--- config.mk ---
export PLATFORM = sky130hd
export DESIGN_NAME = ps2_rx_flat
export DESIGN_NICKNAME = d
export VERILOG_FILES = /design/src/rtl/ps2_rx_if.sv /design/src/rtl/ps2_rx.sv /design/src/flat_wrapper.sv
export SDC_FILE = /design/constraint.sdc
export NUM_CORES = 1
export LEC_CHECK = 0
export ABC_CLOCK_PERIOD_IN_PS = 2300
export CORE_UTILIZATION = 30
export DETAILED_ROUTE_END_ITERATION = 8
export DONT_BUFFER_PORTS = 1
export GPL_TIMING_DRIVEN = 0
export PLACE_DENSITY = 0.42
export SLEW_MARGIN = 0
export SYNTH_ARGS = -nofsm -noshare
export SYNTH_HDL_FRONTEND = slang
export SYNTH_SLANG_ARGS = --single-unit
--- constraint.sdc ---
create_clock -name CLK_50MHZ -period 2.3 [get_ports CLK_50MHZ]
set_clock_uncertainty 0.1 [all_clocks]
set_input_delay 0.69 -clock CLK_50MHZ [delete_from_list [all_inputs] [get_ports CLK_50MHZ]]
set_output_delay 0.69 -clock CLK_50MHZ [all_outputs]
set_load 0.005 [all_outputs]
--- src/rtl/ps2_rx_if.sv ---
// rtl/ps2_rx_if.sv - CPU-side read/error bus of the PS/2 receiver
interface ps2_rx_if;
  logic        rd_en;
  logic        err_clr;
  logic [15:0] rd_data;
  logic        empty;
  logic        full;
  logic [2:0]  err;

  modport master (output rd_en, err_clr, input rd_data, empty, full, err);
  modport slave  (input rd_en, err_clr, output rd_data, empty, full, err);
endinterface

--- src/rtl/ps2_rx.sv ---
// rtl/ps2_rx.sv - PS/2 device-to-host receiver with filtered clock, deframer and byte FIFO
// Optional parity checking is enabled by defining PS2_PARITY_CHECK_EN.
module ps2_rx #(
  parameter int FILTER_LEN = 8,
  parameter int TIMEOUT    = 50000,
  parameter int FIFO_DEPTH = 4
) (
  input  logic     CLK_50MHZ,
  input  logic     reset,
  input  logic     PS2_CLK,
  input  logic     PS2_DATA,
  ps2_rx_if.slave  bus
);
  localparam int AW = $clog2(FIFO_DEPTH);
  localparam int FW = $clog2(FILTER_LEN + 1);
  localparam int TW = $clog2(TIMEOUT + 1);

  typedef enum logic [1:0] {IDLE, DATA, PARITY, STOP} stateT;

  logic [1:0]    clkSync, dataSync;
  logic          filtClk;
  logic [FW-1:0] filtCnt;
  logic          fall, dataBit;

  stateT         state, nextState;
  logic [7:0]    shiftReg;
  logic [2:0]    bitCnt;
  logic [TW-1:0] toCnt;
  logic          timedOut;
  logic          startFrame, shiftEn, parEn, evalEn, stopErr, parErr, pushReq;

  logic [7:0]    mem [FIFO_DEPTH];
  logic [AW:0]   wrPtr, rdPtr;
  logic          doPush, doPop, overflow;
  logic [2:0]    errReg;

  always_ff @(posedge CLK_50MHZ or negedge reset) begin
    if (!reset) begin
      clkSync  <= 2'b11;
      dataSync <= 2'b11;
      filtClk  <= 1'b1;
      filtCnt  <= '0;
    end else begin
      clkSync  <= {clkSync[0], PS2_CLK};
      dataSync <= {dataSync[0], PS2_DATA};
      if (clkSync[1] == filtClk) begin
        filtCnt <= '0;
      end else if (filtCnt == FW'(FILTER_LEN - 1)) begin
        filtCnt <= '0;
        filtClk <= ~filtClk;
      end else begin
        filtCnt <= filtCnt + 1'b1;
      end
    end
  end

  // Strobe in the cycle whose edge flips the filtered clock low
  assign fall     = filtClk && !clkSync[1] && (filtCnt == FW'(FILTER_LEN - 1));
  assign dataBit  = dataSync[1];
  assign timedOut = (state != IDLE) && !fall && (toCnt == TW'(TIMEOUT - 1));

  always_ff @(posedge CLK_50MHZ or negedge reset) begin
    if (!reset) state <= IDLE;
    else        state <= nextState;
  end

  always_comb begin
    nextState = state;
    case (state)
      IDLE:    if (fall && !dataBit)        nextState = DATA;
      DATA:    if (fall && bitCnt == 3'd7)  nextState = PARITY;
      PARITY:  if (fall)                    nextState = STOP;
      STOP:    if (fall)                    nextState = IDLE;
      default:                              nextState = IDLE;
    endcase
    if (timedOut) nextState = IDLE;
  end

`ifdef PS2_PARITY_CHECK_EN
  logic parityBit;
  always_ff @(posedge CLK_50MHZ or negedge reset) begin
    if (!reset)     parityBit <= 1'b0;
    else if (parEn) parityBit <= dataBit;
  end
`endif

  always_comb begin
    startFrame = (state == IDLE) && fall && !dataBit;
    shiftEn    = (state == DATA) && fall;
    parEn      = (state == PARITY) && fall;
    evalEn     = (state == STOP) && fall;
    stopErr    = evalEn && !dataBit;
`ifdef PS2_PARITY_CHECK_EN
    // Odd parity: data plus parity bit must carry an odd number of ones
    parErr     = evalEn && dataBit && !(^{shiftReg, parityBit});
    pushReq    = evalEn && dataBit && (^{shiftReg, parityBit});
`else
    parErr     = 1'b0;
    pushReq    = evalEn && dataBit;
`endif
  end

  always_ff @(posedge CLK_50MHZ or negedge reset) begin
    if (!reset) begin
      shiftReg <= '0;
      bitCnt   <= '0;
      toCnt    <= '0;
    end else begin
      if (startFrame) begin
        shiftReg <= '0;
        bitCnt   <= '0;
      end else if (shiftEn) begin
        shiftReg <= {dataBit, shiftReg[7:1]};
        bitCnt   <= bitCnt + 1'b1;
      end
      if (state == IDLE || fall)           toCnt <= '0;
      else if (toCnt != TW'(TIMEOUT - 1))  toCnt <= toCnt + 1'b1;
    end
  end

  assign bus.empty = (wrPtr == rdPtr);
  assign bus.full  = (wrPtr[AW] != rdPtr[AW]) && (wrPtr[AW-1:0] == rdPtr[AW-1:0]);
  assign doPop     = bus.rd_en && !bus.empty;
  // A pop in the same cycle frees the slot, so a full FIFO still accepts the byte
  assign doPush    = pushReq && (!bus.full || doPop);
  assign overflow  = pushReq && bus.full && !doPop;

  always_ff @(posedge CLK_50MHZ) begin
    if (doPush) mem[wrPtr[AW-1:0]] <= shiftReg;
  end

  always_ff @(posedge CLK_50MHZ or negedge reset) begin
    if (!reset) begin
      wrPtr  <= '0;
      rdPtr  <= '0;
      errReg <= '0;
    end else begin
      if (doPush) wrPtr <= wrPtr + 1'b1;
      if (doPop)  rdPtr <= rdPtr + 1'b1;
      errReg <= (errReg & ~{3{bus.err_clr}}) | {overflow, stopErr | timedOut, parErr};
    end
  end

  assign bus.rd_data = bus.empty ? 16'h0000 : {8'h00, mem[rdPtr[AW-1:0]]};
  assign bus.err     = errReg;
endmodule

--- src/flat_wrapper.sv ---
// flat-port wrapper written by rule: the top's interface ports become plain ports
module ps2_rx_flat 
#(
  parameter int FILTER_LEN = 8,
  parameter int TIMEOUT    = 50000,
  parameter int FIFO_DEPTH = 4
)
  (CLK_50MHZ, reset, PS2_CLK, PS2_DATA, bus_rd_en, bus_err_clr, bus_rd_data, bus_empty, bus_full, bus_err);
  ps2_rx_if bus_i ();
  input  logic CLK_50MHZ;
  input  logic reset;
  input  logic PS2_CLK;
  input  logic PS2_DATA;
  input wire logic [$bits(bus_i.rd_en)-1:0] bus_rd_en;
  input wire logic [$bits(bus_i.err_clr)-1:0] bus_err_clr;
  output wire logic [$bits(bus_i.rd_data)-1:0] bus_rd_data;
  output wire logic [$bits(bus_i.empty)-1:0] bus_empty;
  output wire logic [$bits(bus_i.full)-1:0] bus_full;
  output wire logic [$bits(bus_i.err)-1:0] bus_err;
  assign bus_i.rd_en = bus_rd_en;
  assign bus_i.err_clr = bus_err_clr;
  assign bus_rd_data = bus_i.rd_data;
  assign bus_empty = bus_i.empty;
  assign bus_full = bus_i.full;
  assign bus_err = bus_i.err;
  ps2_rx #(.FILTER_LEN(FILTER_LEN), .TIMEOUT(TIMEOUT), .FIFO_DEPTH(FIFO_DEPTH)) u_core (.CLK_50MHZ(CLK_50MHZ), .reset(reset), .PS2_CLK(PS2_CLK), .PS2_DATA(PS2_DATA), .bus(bus_i));
endmodule
Yosys cells after proc, flatten, opt, wreduce, memory -nomap -nowiden
Memories as Yosys holds them, arrays and structs flattened.
Cells that the tools add are included.
{"block": "classes", "add_sub_neg": 5, "n_eq_ne": 15, "muxes": 17, "n_bitwise": 6, "reduce_logical": 31}
{"operator": "2-to-1 mux 16 bit", "count": 2}
{"operator": "2-to-1 mux 8 bit", "count": 3}
{"operator": "logical AND 1 bit", "count": 17}
{"operator": "adder 16 x 1 -> 16 bit (second input constant)", "count": 1}
{"operator": "equality test 16 bit (second input constant)", "count": 1}
{"operator": "inequality test 16 bit (second input constant)", "count": 1}
{"operator": "inequality test 3 x 1 -> 1 bit (second input constant)", "count": 4}
{"operator": "2-to-1 mux 2 bit", "count": 5}
{"operator": "adder 3 x 1 -> 3 bit (second input constant)", "count": 3}
{"operator": "2-to-1 mux 4 bit", "count": 2}
{"operator": "one-hot mux 2 bit (4 select lines)", "count": 1}
{"operator": "logical NOT 1 bit", "count": 6}
{"operator": "2-to-1 mux 3 bit", "count": 2}
{"operator": "nonzero test 2 bit", "count": 3}
{"operator": "adder 4 x 1 -> 4 bit (second input constant)", "count": 1}
{"operator": "equality test 2 bit (second input constant)", "count": 2}
{"operator": "equality test 4 x 3 -> 1 bit (second input constant)", "count": 1}
{"operator": "AND reduction 4 bit", "count": 1}
{"operator": "AND 3 bit", "count": 1}
{"operator": "equality test 3 bit", "count": 1}
{"operator": "equality test 3 bit (second input constant)", "count": 1}
{"operator": "inverter 3 bit", "count": 1}
{"operator": "bitwise OR 3 bit", "count": 1}
{"operator": "equality test 2 x 1 -> 1 bit (second input constant)", "count": 1}
{"operator": "9 further kinds", "count": 12}
{"block": "totals", "reg_bits": 47, "mem_bits_rw": 32, "in_bits": 6, "mem_count": 1}
{"name": "u_core.mem", "depth": 4, "word_bits": 8, "rd": 1, "rd_clocked_by_memory_dff": 0, "wr": 1, "line_no": "ps2_rx.sv:32", "source": "logic [7:0] mem [FIFO_DEPTH];"}

Longest topological paths before layout
{"block": "depth", "depth_word": 8, "depth_mapped": 8, "ltp_nobuf": 6}

Worst setup path before layout
Ideal clock, no wire load.
{"block": "synth_path", "path_kind": "reg-to-reg", "startpoint": "reg u_core.filtClk", "endpoint": "mem u_core.mem[3][0], enable pin", "arrival_ns": 1.584, "required_time_ns": 1.826, "setup_slack_ns": 0.242, "path_stages_with_launch": 6, "n_path_buf": 1, "period_less_slack_ns": 2.058, "path_cell_list": "dfstp_2 -> ha_1 -> and4b_1 -> buf_2 -> nand3_1 -> nor3b_2"}
{"block": "synth_between", "elab_chain_len": 7}
{"element": "start: declaration", "line_no": "ps2_rx.sv:21", "source": "logic filtClk;"}
{"element": "start signal: assignment", "line_no": "ps2_rx.sv:50", "source": "filtClk <= ~filtClk;"}
{"element": "logical AND 1 bit (2 in a row)", "line_no": "ps2_rx.sv:58", "source": "assign fall = filtClk && !clkSync[1] && (filtCnt == FW'(FILTER_LEN - 1));"}
{"element": "logical AND 1 bit", "line_no": "ps2_rx.sv:91", "source": "evalEn = (state == STOP) && fall;"}
{"element": "logical AND 1 bit", "line_no": "ps2_rx.sv:99", "source": "pushReq = evalEn && dataBit;"}
{"element": "logical AND 1 bit", "line_no": "ps2_rx.sv:125", "source": "assign doPush = pushReq && (!bus.full || doPop);"}
{"element": "2-to-1 mux 1 bit", "line_no": "ps2_rx.sv:129", "source": "if (doPush) mem[wrPtr[AW-1:0]] <= shiftReg;"}
{"element": "2-to-1 mux 1 bit (implied by the code)", "line_no": "ps2_rx.sv:129"}
{"element": "end: declaration", "line_no": "ps2_rx.sv:32"}
Every way passes these cells.

Final worst setup path
{"block": "layout_path", "startpoint": "reg u_core.rdPtr[0]", "endpoint": "out bus_rd_data[7]"}
{"block": "layout_between", "elab_chain_len": 2, "elab_cells_between_ends": 3, "cone_classes": "1 x eq/ne; 1 x mux; 1 x memory"}
{"element": "start: declaration", "line_no": "ps2_rx.sv:33", "source": "logic [AW:0] wrPtr, rdPtr;"}
{"element": "start signal: assignment", "line_no": "ps2_rx.sv:139", "source": "if (doPop) rdPtr <= rdPtr + 1'b1;"}
{"element": "memory read (4 x 8 bit) / equality test 3 bit (equally long branches)"}
{"element": "2-to-1 mux 8 bit *", "line_no": "ps2_rx.sv:144", "source": "assign bus.rd_data = bus.empty ? 16'h0000 : {8'h00, mem[rdPtr[AW-1:0]]};"}
{"element": "end: declaration", "line_no": "flat_wrapper.sv:16", "source": "output wire logic [$bits(bus_i.rd_data)-1:0] bus_rd_data;"}
Every way passes the cells marked *; elsewhere a longest branch is shown, timed or not.

==> qor.csv <==
stage;metric;value;unit
run_status;outcome;finished with violations;
run_status;violations;setup timing;
yosys;synth_cell_types;50;
worst_setup_path;worstSetupPathType;reg2out;
floorplan;die_h;113.0;um
yosys;syn-cell-area;3694;um^2
global_routing;grt_first_pass_wirelength;11920;um
power;power_density;959.2;nW/um^2
placed_design;post-place-ws;-184.5;ps
clocking;htree_levels;3;
yosys;async_reset_ff_share;59.49;%
routing;drt_pass1_iterations;4;
yosys;yosys.area.top_type;dfrtp_1;
sta;hold_viol_final;0;
routing;met2_wirelength;3293;um
yosys;ys_seq_area_share;58.03;%
yosys;netlist_instances;286;
sta;slew_headroom;65.98;%
global_routing;grt_usage;12.37;%
yosys;ys_top_cells_by_area;dfrtp_1 (28%), edfxtp_1 (26%), mux4_2 (4.9%);
clocking;cts-buffers-inserted;9;
cells_and_area;final_core_util;36.49;%
yosys;synth_warnings;0;
sta;fin_crit;2377;ps
cells_and_area;fillers;1176;
power;clkPwrFrac;32.6;%
clocking;clock_latency;330;ps
worst_setup_path;required;1510;ps
yosys;synth_top_flop_cell;dfrtp_1;
floorplan;initial_core_util;30.75;%
floorplan;core;12010;um^2
sta;setup_slack;-76.87;ps
placed_design;place_congestion;0.7221;
routing;ant_nets;0;
worst_setup_path;cp.arrival;1590;ps
power;vdd_drop_max;374.0;uV
floorplan;die_area;12760;um^2
yosys;syn_area_per_cell;12.91;um^2
cells_and_area;final_nets;336;
power;p_comb_share;27.1;%
routing;wl_met1;3287;um
power;p_seq_share;40.4;%
global_routing;grt-ovfl-total;0;
sta;tightest_slew;510.3;ps
clocking;clock-root-buffer;clkbuf_16;
hold_path;hold_path_class;in2async;
run;drv_cap;0;
global_routing;antenna_found_initial;0;
placed_design;port_buffers;0;
power;p_sw_share;30.18;%
global_routing;grt_max_degree;43;
placed_design;hpwl;4413;um
sta;final_max_slew_viol_count;0;
routing;finalWirelength;6887;um
clocking;cts_tree;done;
global_routing;grt_pass1_vias;2251;
clocking;clk_pin_slew;60;ps
worst_setup_path;start_kind;flop;
routing;wl_met3;241;um
sta;setup_violations;9;
power;switching_power;1.269;mW
routing;num_vias;2181;
cells_and_area;antenna_cells;0;
cells_and_area;area_growth_syn_to_layout;18.67;%
power;intPower;2.935;mW
sta;max_freq;420.7;MHz
yosys;ys_ff_latch;79;
routing;top_layer;met4;
routing;viasPerCell;4.660;
routing;drtIter0Drc;112;
floorplan;die_w;113.0;um
power;total_power;4.204;mW
sta;timing.hold.ws;94.29;ps
cells_and_area;drive_above_1_share;23.36;%
yosys;synth-edff-count;32;
worst_setup_path;critPathCaptureType;output port;
clocking;cts_sinks;79;
routing;drc_errors;0;
sta;fin_crit_sh;103.3;%
yosys;synth_top_area_share;28.46;%
sta;rsz0062_at_grt;true;
worst_setup_path;crit_fanout;10;
clocking;clockBufferDepth;2;
floorplan;ios;27;
floorplan;num_rows;40;
routing;routedWlPerCell;14.72;um
power;power_leakage;1.790;nW
area by class of cell:
| type | count | area, um^2 | area share, % |
|---|---|---|---|
| timing repair buffer | 12 | 122.6 | 2.798 |
| inverter | 9 | 33.78 | 0.7708 |
| clock inverter | 6 | 52.55 | 1.199 |
| multi-input combinational | 187 | 1458 | 33.26 |
| sequential | 79 | 2143 | 48.90 |
| clock buffer | 10 | 239.0 | 5.452 |
| tap | 147 | 183.9 | 4.196 |
| buffer | 18 | 150.1 | 3.426 |
state kept, by name, summed over array words and instances (netlist names), 3 cells and up:
| signal | cells |
|---|---|
| u_core.mem | 32 |
| u_core.toCnt | 16 |
| u_core.shiftReg | 8 |
| u_core.filtCnt | 4 |
| u_core.bitCnt | 3 |
| u_core.bus.err | 3 |
| u_core.rdPtr | 3 |
| u_core.wrPtr | 3 |
synthesized netlist by cell type, drive strengths merged (3+ instances only):
library cell and number:
nor2 15, and2 5, mux4 8, a21oi 19, or3 4, nand3 7
ha 14, nand2b 5, buf 17, nand2 27, xnor2 7, and3 3
nor2b 10, nor3 5, dfstp 5, dfrtp 42, o21ai 6, xor2 12
nor3b 3, edfxtp 32, and4 4, nand4 7, inv 9
timing repair:
item	in CTS	in global routing
resized for setup	10	7
hold endpoints to repair	42	0
endpoints found under the setup margin	42	34
pin swaps	1	0
hold buffers	1	0
buffers inserted	10	0
gates cloned	1	0
layer usage:
| layer | vias to the layer above | track usage [%] |
|---|---|---|
| met4 | 0 | 4.211 |
| met2 | 33 | 19.71 |
| met5 | - | 0 |
| met1 | 1076 | 15.93 |
| li1 | 1067 | - |
| met3 | 5 | 3.964 |
cell usage in the layout, fill, tap and decap left out, types with 4 or more instances in the layout:
| master | count |
|---|---|
| edfxtp_1 | 32 |
| dfrtp_1 | 42 |
| nor2_1 | 14 |
| xor2_1 | 10 |
| nand2_1 | 27 |
| xnor2_1 | 6 |
| nand3_1 | 6 |
| dfstp_2 | 5 |
| nand2b_1 | 4 |
| mux4_2 | 8 |
| nor3_1 | 5 |
| inv_1 | 9 |
| ha_1 | 14 |
| conb_1 | 8 |
| or3_1 | 4 |
| nand4_1 | 7 |
| a21oi_1 | 19 |
| buf_6 | 4 |
| o21ai_0 | 6 |
| nor2b_1 | 7 |
| buf_4 | 19 |
| clkbuf_16 | 9 |
through the flow:
| step | area, um^2 | TNS [ps] | cells |
|---|---|---|---|
| finish | 4383 | -530.9 | 468 |
| floorplan | 3720 | 0 | 293 |
| detailed placement | 3904 | -2418 | 440 |
| global route | 4383 | -1356 | 468 |
| CTS | 4367 | -706.4 | 468 |
| global placement | 3904 | -2425 | 440 |
power by group through the flow:
stage          Clock, mW  Combinational (mW)  Sequential (mW)
3_3_place_gp           0               0.946             1.72
6_report            1.37                1.14             1.70
5_1_grt             1.48                1.30             1.72
2_1_floorplan          0               0.784             1.69
4_1_cts             1.42                1.15             1.70
3_5_place_dp           0               0.951             1.72
critical path, stage by stage (launching register included):
cell     delay [ps]
dfrtp_1         390
buf_12          170
mux4_2          520
nor2b_2         170
cell families (layout without fill, tap and decap cells):
family / count (synthesis) / in the layout / share of synthesized area, %
XOR/XNOR: 19 / 19 / 4.912
other: 1 / 8 / 0.1015
buffers and inverters: 27 / 55 / 4.742
AND/OR/NAND/NOR: 104 / 104 / 16.90
flip-flops: 79 / 79 / 58.03
adder cells (fa/ha/maj): 14 / 14 / 4.743
AO/OA/AOI/OAI: 32 / 32 / 4.980
multiplexers: 10 / 10 / 5.589
path summary, 6_finish.rpt:
kind / from / to / slack (ps) / cells past startpoint
max: u_core.rdPtr[0] / bus_rd_data[7] / -80 / 3
min in group CLK_50MHZ: PS2_CLK / u_core.clkSync[0] / 250 / 0
min: reset / u_core.dataSync[0] / 90 / 0
max reg2reg: u_core.filtClk / u_core.mem[0][0] / 200 / 6
max in group asynchronous: reset / u_core.rdPtr[0] / 1790 / 1
min reg2reg: u_core.dataSync[0] / u_core.dataSync[1] / 260 / 0
(Power assumes the default switching activity.)
